**config.mk**
```make
export PLATFORM = sky130hd
export DESIGN_NAME = ball_motion_ctl
export DESIGN_NICKNAME = d
export VERILOG_FILES = /design/src/rtl/ball_motion_ctl.sv
export SDC_FILE = /design/constraint.sdc
export NUM_CORES = 1
export LEC_CHECK = 0
export BUFFER_PORTS_ARGS = -buffer_cell sky130_fd_sc_hd__buf_2
export CAP_MARGIN = 10
export CELL_PAD_IN_SITES_DETAIL_PLACEMENT = 0
export CELL_PAD_IN_SITES_GLOBAL_PLACEMENT = 2
export CORE_MARGIN = 4
export CORE_UTILIZATION = 25
export DETAILED_ROUTE_END_ITERATION = 16
export GPL_ROUTABILITY_DRIVEN = 1
export GPL_TIMING_DRIVEN = 0
export PLACE_DENSITY = 0.7
export SYNTH_ARGS = -nofsm -noshare
export SYNTH_HDL_FRONTEND = slang
export SYNTH_SLANG_ARGS = --single-unit
```
**constraint.sdc**
```tcl
create_clock -name clk -period 4.9 [get_ports clk]
set_input_delay 0.245 -clock clk [delete_from_list [all_inputs] [get_ports clk]]
set_output_delay 0.245 -clock clk [all_outputs]
set_load 0.02 [all_outputs]
```
**src/rtl/ball_motion_ctl.sv**
```systemverilog
// Per-frame ball sequencer: ball position/direction, wall and pad bounces, misses, scores and game FSM.
// Optional BALL_SPEEDUP_EN: each pad hit raises the ball speed by one, up to MAX_SPEED.
module ball_motion_ctl #(
  parameter int unsigned H_ACTIVE    = 1024,
  parameter int unsigned V_ACTIVE    = 768,
  parameter int unsigned BALL_SIZE   = 15,
  parameter int unsigned PAD_HEIGHT  = 145,
  parameter int unsigned PAD_WIDTH   = 15,
  parameter int unsigned X_PAD_LEFT  = 30,
  parameter int unsigned X_PAD_RIGHT = 979,
  parameter int unsigned BALL_SPEED  = 4,
  parameter int unsigned MAX_SPEED   = 8,
  parameter int unsigned SERVE_DELAY = 60,
  parameter int unsigned WIN_SCORE   = 9
) (
  input  logic        clk,
  input  logic        rst,
  input  logic        vblnk,
  input  logic        start,
  input  logic [9:0]  y_pad_left,
  input  logic [9:0]  y_pad_right,
  output logic [10:0] x_ball,
  output logic [10:0] y_ball,
  output logic [3:0]  score_left,
  output logic [3:0]  score_right,
  output logic [1:0]  game_state,
  output logic        pad_hit,
  output logic        game_over
);

  localparam int unsigned SPD_TOP = (MAX_SPEED > BALL_SPEED) ? MAX_SPEED : BALL_SPEED;
  localparam int unsigned SPW     = $clog2(SPD_TOP + 1);
  localparam int unsigned CW      = $clog2(SERVE_DELAY + 1);

  localparam logic [10:0]    X_CTR     = 11'(H_ACTIVE / 2 - BALL_SIZE / 2);
  localparam logic [10:0]    Y_CTR     = 11'(V_ACTIVE / 2 - BALL_SIZE / 2);
  localparam logic [11:0]    L_BS      = 12'(BALL_SIZE);
  localparam logic [11:0]    L_PH      = 12'(PAD_HEIGHT);
  localparam logic [11:0]    L_Y_LIM   = 12'(V_ACTIVE - 1);
  localparam logic [11:0]    L_X_LIM   = 12'(H_ACTIVE - 1);
  localparam logic [11:0]    L_XL_EDGE = 12'(X_PAD_LEFT + PAD_WIDTH);
  localparam logic [11:0]    L_XR      = 12'(X_PAD_RIGHT);
  localparam logic [10:0]    Y_BOT     = 11'(V_ACTIVE - 1 - BALL_SIZE);
  localparam logic [10:0]    X_LHIT    = 11'(X_PAD_LEFT + PAD_WIDTH + 1);
  localparam logic [10:0]    X_RHIT    = 11'(X_PAD_RIGHT - BALL_SIZE - 1);
  localparam logic [SPW-1:0] SPD_INIT  = SPW'(BALL_SPEED);
  localparam logic [CW-1:0]  CNT_LAST  = CW'(SERVE_DELAY - 1);
  localparam logic [3:0]     WIN       = 4'(WIN_SCORE);

  typedef enum logic [1:0] {
    S_IDLE  = 2'b00,
    S_SERVE = 2'b01,
    S_PLAY  = 2'b10,
    S_OVER  = 2'b11
  } state_t;

  state_t         state_q, state_d;
  logic [10:0]    x_q, x_d, y_q, y_d;
  logic           dx_q, dx_d, dy_q, dy_d;   // dx: 1 = right, dy: 1 = down
  logic [SPW-1:0] speed_q, speed_d;
  logic [CW-1:0]  cnt_q, cnt_d;
  logic [3:0]     sl_q, sl_d, sr_q, sr_d;
  logic           hit_q, hit_d;
  logic           over_q;
  logic           vblnk_q;
  logic           tick;

  // 12-bit views so every comparison is free of wrap
  logic [11:0] xw, yw, spw, ypl, ypr;
  logic        y_floor, y_ceil, ov_l, ov_r, hit_l, hit_r, miss_l, miss_r;
  logic [3:0]  sl_inc, sr_inc;

  assign tick = vblnk & ~vblnk_q;
  assign xw   = {1'b0, x_q};
  assign yw   = {1'b0, y_q};
  assign spw  = 12'(speed_q);
  assign ypl  = {2'b00, y_pad_left};
  assign ypr  = {2'b00, y_pad_right};

  assign y_floor = (yw + spw + L_BS) >= L_Y_LIM;
  assign y_ceil  = yw < spw;
  assign ov_l    = ((yw + L_BS) >= ypl) && (yw <= (ypl + L_PH));
  assign ov_r    = ((yw + L_BS) >= ypr) && (yw <= (ypr + L_PH));
  assign hit_l   = !dx_q && (xw > L_XL_EDGE) && ((xw - spw) <= L_XL_EDGE) && ov_l;
  assign hit_r   = dx_q && ((xw + L_BS) < L_XR) && ((xw + spw + L_BS) >= L_XR) && ov_r;
  assign miss_l  = !dx_q && !hit_l && (xw < spw);
  assign miss_r  = dx_q && !hit_r && ((xw + spw + L_BS) > L_X_LIM);
  assign sl_inc  = sl_q + 4'd1;
  assign sr_inc  = sr_q + 4'd1;

  // State register
  always_ff @(posedge clk or negedge rst) begin
    if (!rst) begin
      state_q <= S_IDLE;
      x_q     <= X_CTR;
      y_q     <= Y_CTR;
      dx_q    <= 1'b1;
      dy_q    <= 1'b1;
      speed_q <= SPD_INIT;
      cnt_q   <= '0;
      sl_q    <= '0;
      sr_q    <= '0;
      hit_q   <= 1'b0;
      over_q  <= 1'b0;
      vblnk_q <= 1'b0;
    end else begin
      state_q <= state_d;
      x_q     <= x_d;
      y_q     <= y_d;
      dx_q    <= dx_d;
      dy_q    <= dy_d;
      speed_q <= speed_d;
      cnt_q   <= cnt_d;
      sl_q    <= sl_d;
      sr_q    <= sr_d;
      hit_q   <= hit_d;
      over_q  <= (state_d == S_OVER);
      vblnk_q <= vblnk;
    end
  end

  // Next-state and per-frame ball update
  always_comb begin
    state_d = state_q;
    x_d     = x_q;
    y_d     = y_q;
    dx_d    = dx_q;
    dy_d    = dy_q;
    speed_d = speed_q;
    cnt_d   = cnt_q;
    sl_d    = sl_q;
    sr_d    = sr_q;
    hit_d   = 1'b0;

    unique case (state_q)
      S_IDLE, S_OVER: begin
        x_d = X_CTR;
        y_d = Y_CTR;
        if (start) begin
          sl_d    = '0;
          sr_d    = '0;
          cnt_d   = '0;
          speed_d = SPD_INIT;
          state_d = S_SERVE;
        end
      end

      S_SERVE: begin
        if (tick) begin
          cnt_d = cnt_q + CW'(1);
          if (cnt_q == CNT_LAST) state_d = S_PLAY;
        end
      end

      S_PLAY: begin
        if (tick) begin
          if (dy_q) begin
            if (y_floor) begin
              y_d  = Y_BOT;
              dy_d = 1'b0;
            end else begin
              y_d = 11'(yw + spw);
            end
          end else begin
            if (y_ceil) begin
              y_d  = '0;
              dy_d = 1'b1;
            end else begin
              y_d = 11'(yw - spw);
            end
          end

          if (hit_l || hit_r) begin
            x_d   = hit_l ? X_LHIT : X_RHIT;
            dx_d  = hit_l;
            hit_d = 1'b1;
`ifdef BALL_SPEEDUP_EN
            if (speed_q < SPW'(MAX_SPEED)) speed_d = speed_q + SPW'(1);
`endif
          end else if (miss_l || miss_r) begin
            // Re-centre and serve toward whoever conceded; dy carries on
            x_d     = X_CTR;
            y_d     = Y_CTR;
            dx_d    = miss_r;
            cnt_d   = '0;
            speed_d = SPD_INIT;
            if (miss_l) sr_d = sr_inc;
            else        sl_d = sl_inc;
            state_d = ((miss_l ? sr_inc : sl_inc) == WIN) ? S_OVER : S_SERVE;
          end else begin
            x_d = dx_q ? 11'(xw + spw) : 11'(xw - spw);
          end
        end
      end

      default: state_d = S_IDLE;
    endcase
  end

  assign x_ball      = x_q;
  assign y_ball      = y_q;
  assign score_left  = sl_q;
  assign score_right = sr_q;
  assign game_state  = state_q;
  assign pad_hit     = hit_q;
  assign game_over   = over_q;

endmodule

```
==> results of run 1 <==
==> repair_timing <==
item	4_1_cts	5_1_grt
pin swaps	0	2
buffers inserted	0	3
setup endpoints to repair	4	28
gates resized for setup	2	3
==> through the flow <==
step,cells,power [mW],cell area [um^2],hold slack [ns],worst slack [ns]
2_1_floorplan,697,0.630,5390,-0.0506,0.937
3_3_place_gp,1029,0.741,6020,0.373,-0.266
3_5_place_dp,1029,0.741,6020,0.376,-0.202
4_1_cts,1037,1.10,6180,0.0748,0.0828
5_1_grt,1037,1.16,6190,0.0790,0.0192
6_report,1037,1.08,6190,0.0830,0.366
==> synth_stat cells (6+ instances only) <==
master	instances
xnor2_1	35
nand3_1	23
nor4_1	9
a2bb2oi_1	7
a31oi_1	11
clkbuf_1	18
ha_1	59
o21ai_0	58
xor2_1	12
o211ai_1	6
nor2_1	51
nor2b_1	8
o22ai_1	8
dfstp_2	15
nand4_1	10
nand2_1	65
dfrtp_1	28
and4_1	7
nor3_1	22
buf_2	10
o21a_1	9
nand2b_1	17
and3_1	11
and2_1	9
o31ai_1	8
inv_1	45
a21oi_1	32
a21o_1	8
==> metal layers <==
| layer | wire length, um | vias up |
|---|---|---|
| met5 | 0 | - |
| met4 | 97 | 0 |
| met3 | 697 | 7 |
| met2 | 8190 | 110 |
| met1 | 8670 | 2560 |
| li1 | - | 2712 |
==> registers in the layout, indices dropped and copies added (netlist names) <==
register and cells:
y_ball 11, dy_q 1, score_right 4, cnt_q 6, score_left 4, vblnk_q 1, x_ball 11, dx_q 1
game_state 2, game_over 1, pad_hit 1
==> worst paths after layout <==
check | end | slack [ns]
max | cnt_q[4]$_DFFE_PN0P_ | 0.37
max reg2reg | cnt_q[4]$_DFFE_PN0P_ | 0.37
max in group asynchronous | y_ball[1]$_DFFE_PN0P_ | 4.04
min in group asynchronous | score_right[3]$_DFFE_PN0P_ | 0.14
min reg2reg | cnt_q[5]$_DFFE_PN0P_ | 0.49
min | vblnk_q$_DFF_PN0_ | 0.08
==> area by class of cell <==
class	count	area [um^2]
Multi-Input combinational cell	575	3980
Buffer	31	146
Clock buffer	7	143
Fill cell	2394	14900
Sequential cell	43	1100
Inverter	45	169
Clock inverter	1	5.00
Timing Repair Buffer	60	308
Tap cell	275	344
==> worst reg2reg max path: stages (launching register included) <==
cell      delay (ns)
dfstp_2         0.64
clkbuf_1        0.35
clkbuf_2        0.34
nand4_1         0.14
xnor2_1         0.31
ha_1            0.32
a211oi_1        0.22
nand2_1         0.10
a311oi_1        0.31
o311a_1         0.28
nor4_4          0.09
buf_4           0.17
a211oi_2        0.30
nor2_1          0.17
or4_4           0.48
o31ai_1         0.23
==> cell families (layout without fill, tap and decap cells) <==
family,count (synthesis),count (layout),share of synthesized area [%]
AOI/OAI and AO/OA,209,209,26.9
xor gates and xnor gates,47,47,7.63
adders and majority gates,59,59,13.7
buffers and inverters,79,144,6.03
DFF,43,43,20.3
muxes,4,4,0.766
and+or+nand+nor,256,256,24.7
==> power by group through the flow <==
stage	Combinational (mW)	Clock, mW	Sequential, mW
final	0.342	0.345	0.390
after global placement	0.345	0	0.397
after CTS	0.347	0.360	0.391
after detailed placement	0.345	0	0.397
after global routing	0.389	0.376	0.393
after floorplan	0.229	0	0.401
==> impl_metrics.ini, run 1 <==
[critical_path]
end_kind = register
r2r_cells = 15
crit_path_start_kind = register
cp_max_fo = 10
worst-path-buf-inv = 3
worstSetupPathType = reg -> reg
crit_start = y_ball[5]$_DFFE_PN1P_
worst-path-stages = 15
cp.required_ns = 5.10
path_cells = clkbuf_1 > clkbuf_2 > nand4_1 > xnor2_1 > ha_1 > a211oi_1 > nand2_1 > a311oi_1 > o311a_1 > nor4_4 > buf_4 > a211oi_2 > nor2_1 > or4_4 > o31ai_1
crit_slowest_cell = dfstp_2
crit_family = compound AO/OA/AOI/OAI gates
max_stage_delay_ns = 0.64
r2r-start = y_ball[5]$_DFFE_PN1P_
cp.arrival_ns = 4.73

[timing]
slew_headroom_pct = 30.6
period_needed_ns = 4.53
hold_viol = 0
rsz0062_at_grt = no
setup_tns_ns = 0
setup_viol = 0
period_share_pct = 92.5
slew_violations = 0
worstMarginPinSlew_ns = 1.04
skew_ns = 0.00690
fmax_mhz = 221

[pwr]
p_sw_share_pct = 35.5
powerDensity_mw_per_mm2 = 174
seqPwrFrac_pct = 36.2
pwr-share-comb_pct = 31.7
p_int_uw = 695
ir_drop_mv = 0.164
p_leak_nw = 2.65
pwr-share-clk_pct = 32.0
p_sw_uw = 383

[min_path]
hold_depth = 1
hold_path.class = in -> reg
min-delay-start = vblnk

[route]
vias = 5389
drc = 0
drt_iter0_drc = 236
wirelength_mm = 17.7
drtAntennaViolNets = 0
viasPerCell = 5.20
firstDrtPassIters = 5
wl_per_cell_um = 17.0

[layout]
drive_gt1_share_pct = 15.5
fin_util_pct = 29.4
nets = 844
final_common_cell = buf_2
final_cell_mix = 67 x buf_2, 65 x nand2_1, 59 x ha_1, 58 x o21ai_0, 51 x nor2_1
area_growth_pct = 14.8
antenna_cells = 0

[global_routing]
met2_usage_pct = 24.0
grt_pass1_vias = 5310
grt.busiest_layer = met2
grt_max_degree = 44
grt_usage_pct = 14.6
use_met1_pct = 21.1
antenna_found_initial = 0
grt_pass1_wl_mm = 28.7
overflow = 0
grtUsageMet3_pct = 1.72

[synth]
netlist_instances = 697
synth-edff-count = 0
async_flop_share_pct = 100
yosys_register_bits = 43
yosysWarningCount = 0
syn_area_per_cell_um2 = 7.74
syn_nets = 780
yosysTopAreaCell = ha_1
synth_area_leaders = ha_1 14%, dfrtp_1 13%, dfstp_2 7.3%
syn_area_mm2 = 0.00539
yosysTopAreaCellShare_pct = 13.7
synth_ff_type = dfrtp_1
synth_cell_types = 76
seq_area_frac_synth_pct = 20.3

[die]
die_x_um = 155
num_rows = 53
die-area_mm2 = 0.0240
io_pins = 58
core_area_mm2 = 0.0211
die_y_um = 155
initial_core_util_pct = 25.6

[run]
cap_violations = 0

[clock_network]
postCtsHoldBufs = 0
cts_buffer_depth = 2
cts_tree = done
cts_made_buffers = 5
clk_latency_ns = 0.29
cts-root-buf = clkbuf_16
cts_max_level = 2
clk_pin_slew_ns = 0.07
clock_sinks = 43

[placed_design]
gp_congestion = 0.791
dp_hpwl_mm = 13.8
numPortBuffers = 57

[outcome]
status = finished clean
(Power assumes the default switching activity.)
==> inputs of run 2 (changes only) <==
Clock period 4.9 ns to 4.35 ns, I/O delays scaled along.
==> run 2 against run 1 <==
  * Cell count rose by 0.68%
  * Highest routed layer unchanged
  * Critical path type unchanged
  * Sequential power increased by 13%
  * Total power up 13%
==> impl_metrics.ini, run 2 (synthesized netlist as in run 1, its figures left out) <==
[clock_network]
clk_pin_slew_ns = 0.07
cts_max_level = 2
cts_made_buffers = 5
cts_tree = done
clock_sinks = 43
cts_buffer_depth = 2
clk_latency_ns = 0.29
cts-root-buf = clkbuf_16

[global_routing]
grt_usage_pct = 14.6
grt_pass1_vias = 5306
overflow = 0
antenna_found_initial = 0
grt_pass1_wl_mm = 28.7
grt_max_degree = 44

[route]
wl_met3_um = 675
met1_length_mm = 8.71
drc = 0
firstDrtPassIters = 5
dr_wl_met2_mm = 8.30
drt_iter0_drc = 271
vias = 5454
wl_per_cell_um = 17.1
drtAntennaViolNets = 0
routed.top_layer = met4
wirelength_mm = 17.8
viasPerCell = 5.22

[critical_path]
cp.arrival_ns = 4.25
cp_max_fo = 10
cp.required_ns = 4.54
max_stage_delay_ns = 0.84
worstSetupPathType = reg -> reg
worst-path-buf-inv = 3
crit_family = compound AO/OA/AOI/OAI gates
crit_path_frequent_cell = o21ai_0
end_kind = register
crit_path_start_kind = register
crit_slowest_cell = o311ai_0
path_cells = buf_2 > inv_1 > ha_1 > nor4b_1 > o21ai_0 > a22oi_1 > a311oi_1 > o311ai_0 > and3_1 > clkbuf_1 > nand2b_1 > o21ai_0 > o41ai_1

[layout]
drive_gt1_share_pct = 18.1
final_common_cell = buf_2
antenna_cells = 0
final_cell_count_no_fill = 1044
nets = 851
fin_util_pct = 30.2
area_growth_pct = 17.9
final_cell_mix = 66 x buf_2, 65 x nand2_1, 57 x o21ai_0, 57 x ha_1, 49 x nor2_1

[placed_design]
numPortBuffers = 57
gp_congestion = 0.791
dp_hpwl_mm = 13.8
dpl.cell_count = 1029
detailedPlace.worstSlack_ns = -0.752

[min_path]
hold_path.class = in -> reg

[die]
core_area_mm2 = 0.0211
initial_core_util_pct = 25.6
io_pins = 58
die_y_um = 155
die_x_um = 155
die-area_mm2 = 0.0240
num_rows = 53

[timing]
fmax_mhz = 246
setup_ws_ns = 0.283
setup_tns_ns = 0
slew_violations = 0
hold_viol = 0
slew_headroom_pct = 30.1
period_needed_ns = 4.07
worstMarginPinSlew_ns = 1.05
skew_ns = 0.00592
setup_viol = 0
period_share_pct = 93.5

[outcome]
status = finished clean

[pwr]
total_power_mw = 1.22
ir_drop_mv = 0.185
p_leak_nw = 2.71
powerDensity_mw_per_mm2 = 191

[run]
cap_violations = 0
==> run 2: cell count changes in the layout (fill, tap and decap cells not counted), sizes merged <==
cell,before,now
buf,74,82
clkbuf,24,23
==> run 2: stage by stage <==
stage          area (um^2)  hold WS (ns)
2_1_floorplan         5390       -0.0781
3_3_place_gp          6020         0.345
3_5_place_dp          6020         0.348
4_1_cts               6200        0.0473
5_1_grt               6360        0.0515
6_report              6360        0.0557
==> run 2: layout make-up <==
cell class | count | area, um^2
repair buffers | 69 | 400
plain buffers | 29 | 141
fillers | 2384 | 14700
well taps | 275 | 344
inverters | 45 | 169
clock inverters | 1 | 5.00
multi-input cells | 575 | 4050
flip-flops and latches | 43 | 1100
clock buffers | 7 | 143
==> run 2: worst paths after layout <==
path	startpoint	end	slack (ns)	cells after the start
worst max-delay path	x_ball[3]$_DFFE_PN1P_	x_ball[8]$_DFFE_PN1P_	0.28	13
worst min-delay path	vblnk	vblnk_q$_DFF_PN0_	0.06	1
worst max register to register	x_ball[3]$_DFFE_PN1P_	x_ball[8]$_DFFE_PN1P_	0.28	13
worst min register to register	cnt_q[5]$_DFFE_PN0P_	cnt_q[5]$_DFFE_PN0P_	0.49	1
max in group asynchronous	rst	y_ball[2]$_DFFE_PN0P_	3.46	1
min in group asynchronous	rst	score_right[3]$_DFFE_PN0P_	0.11	1
==> run 2: what timing repair did <==
action / CTS / global route
endpoints found under the hold margin: 0 / 0
endpoints found under the setup margin: 41 / 30
setup buffers: 3 / 9
resized for setup: 7 / 16
pin swaps: 2 / 5
hold buffers: 0 / 0
==> run 2: layer usage <==
metal	vias up	GRT usage, %
met5	-	0
met4	0	2.02
met3	11	1.89
met2	100	23.9
met1	2630	21.0
li1	2713	-
==> run 2: power breakdown <==
part	internal [mW]	switching [mW]	total (mW)
registers	0.420	0.0193	0.440
logic	0.136	0.253	0.389
clock network	0.228	0.161	0.389
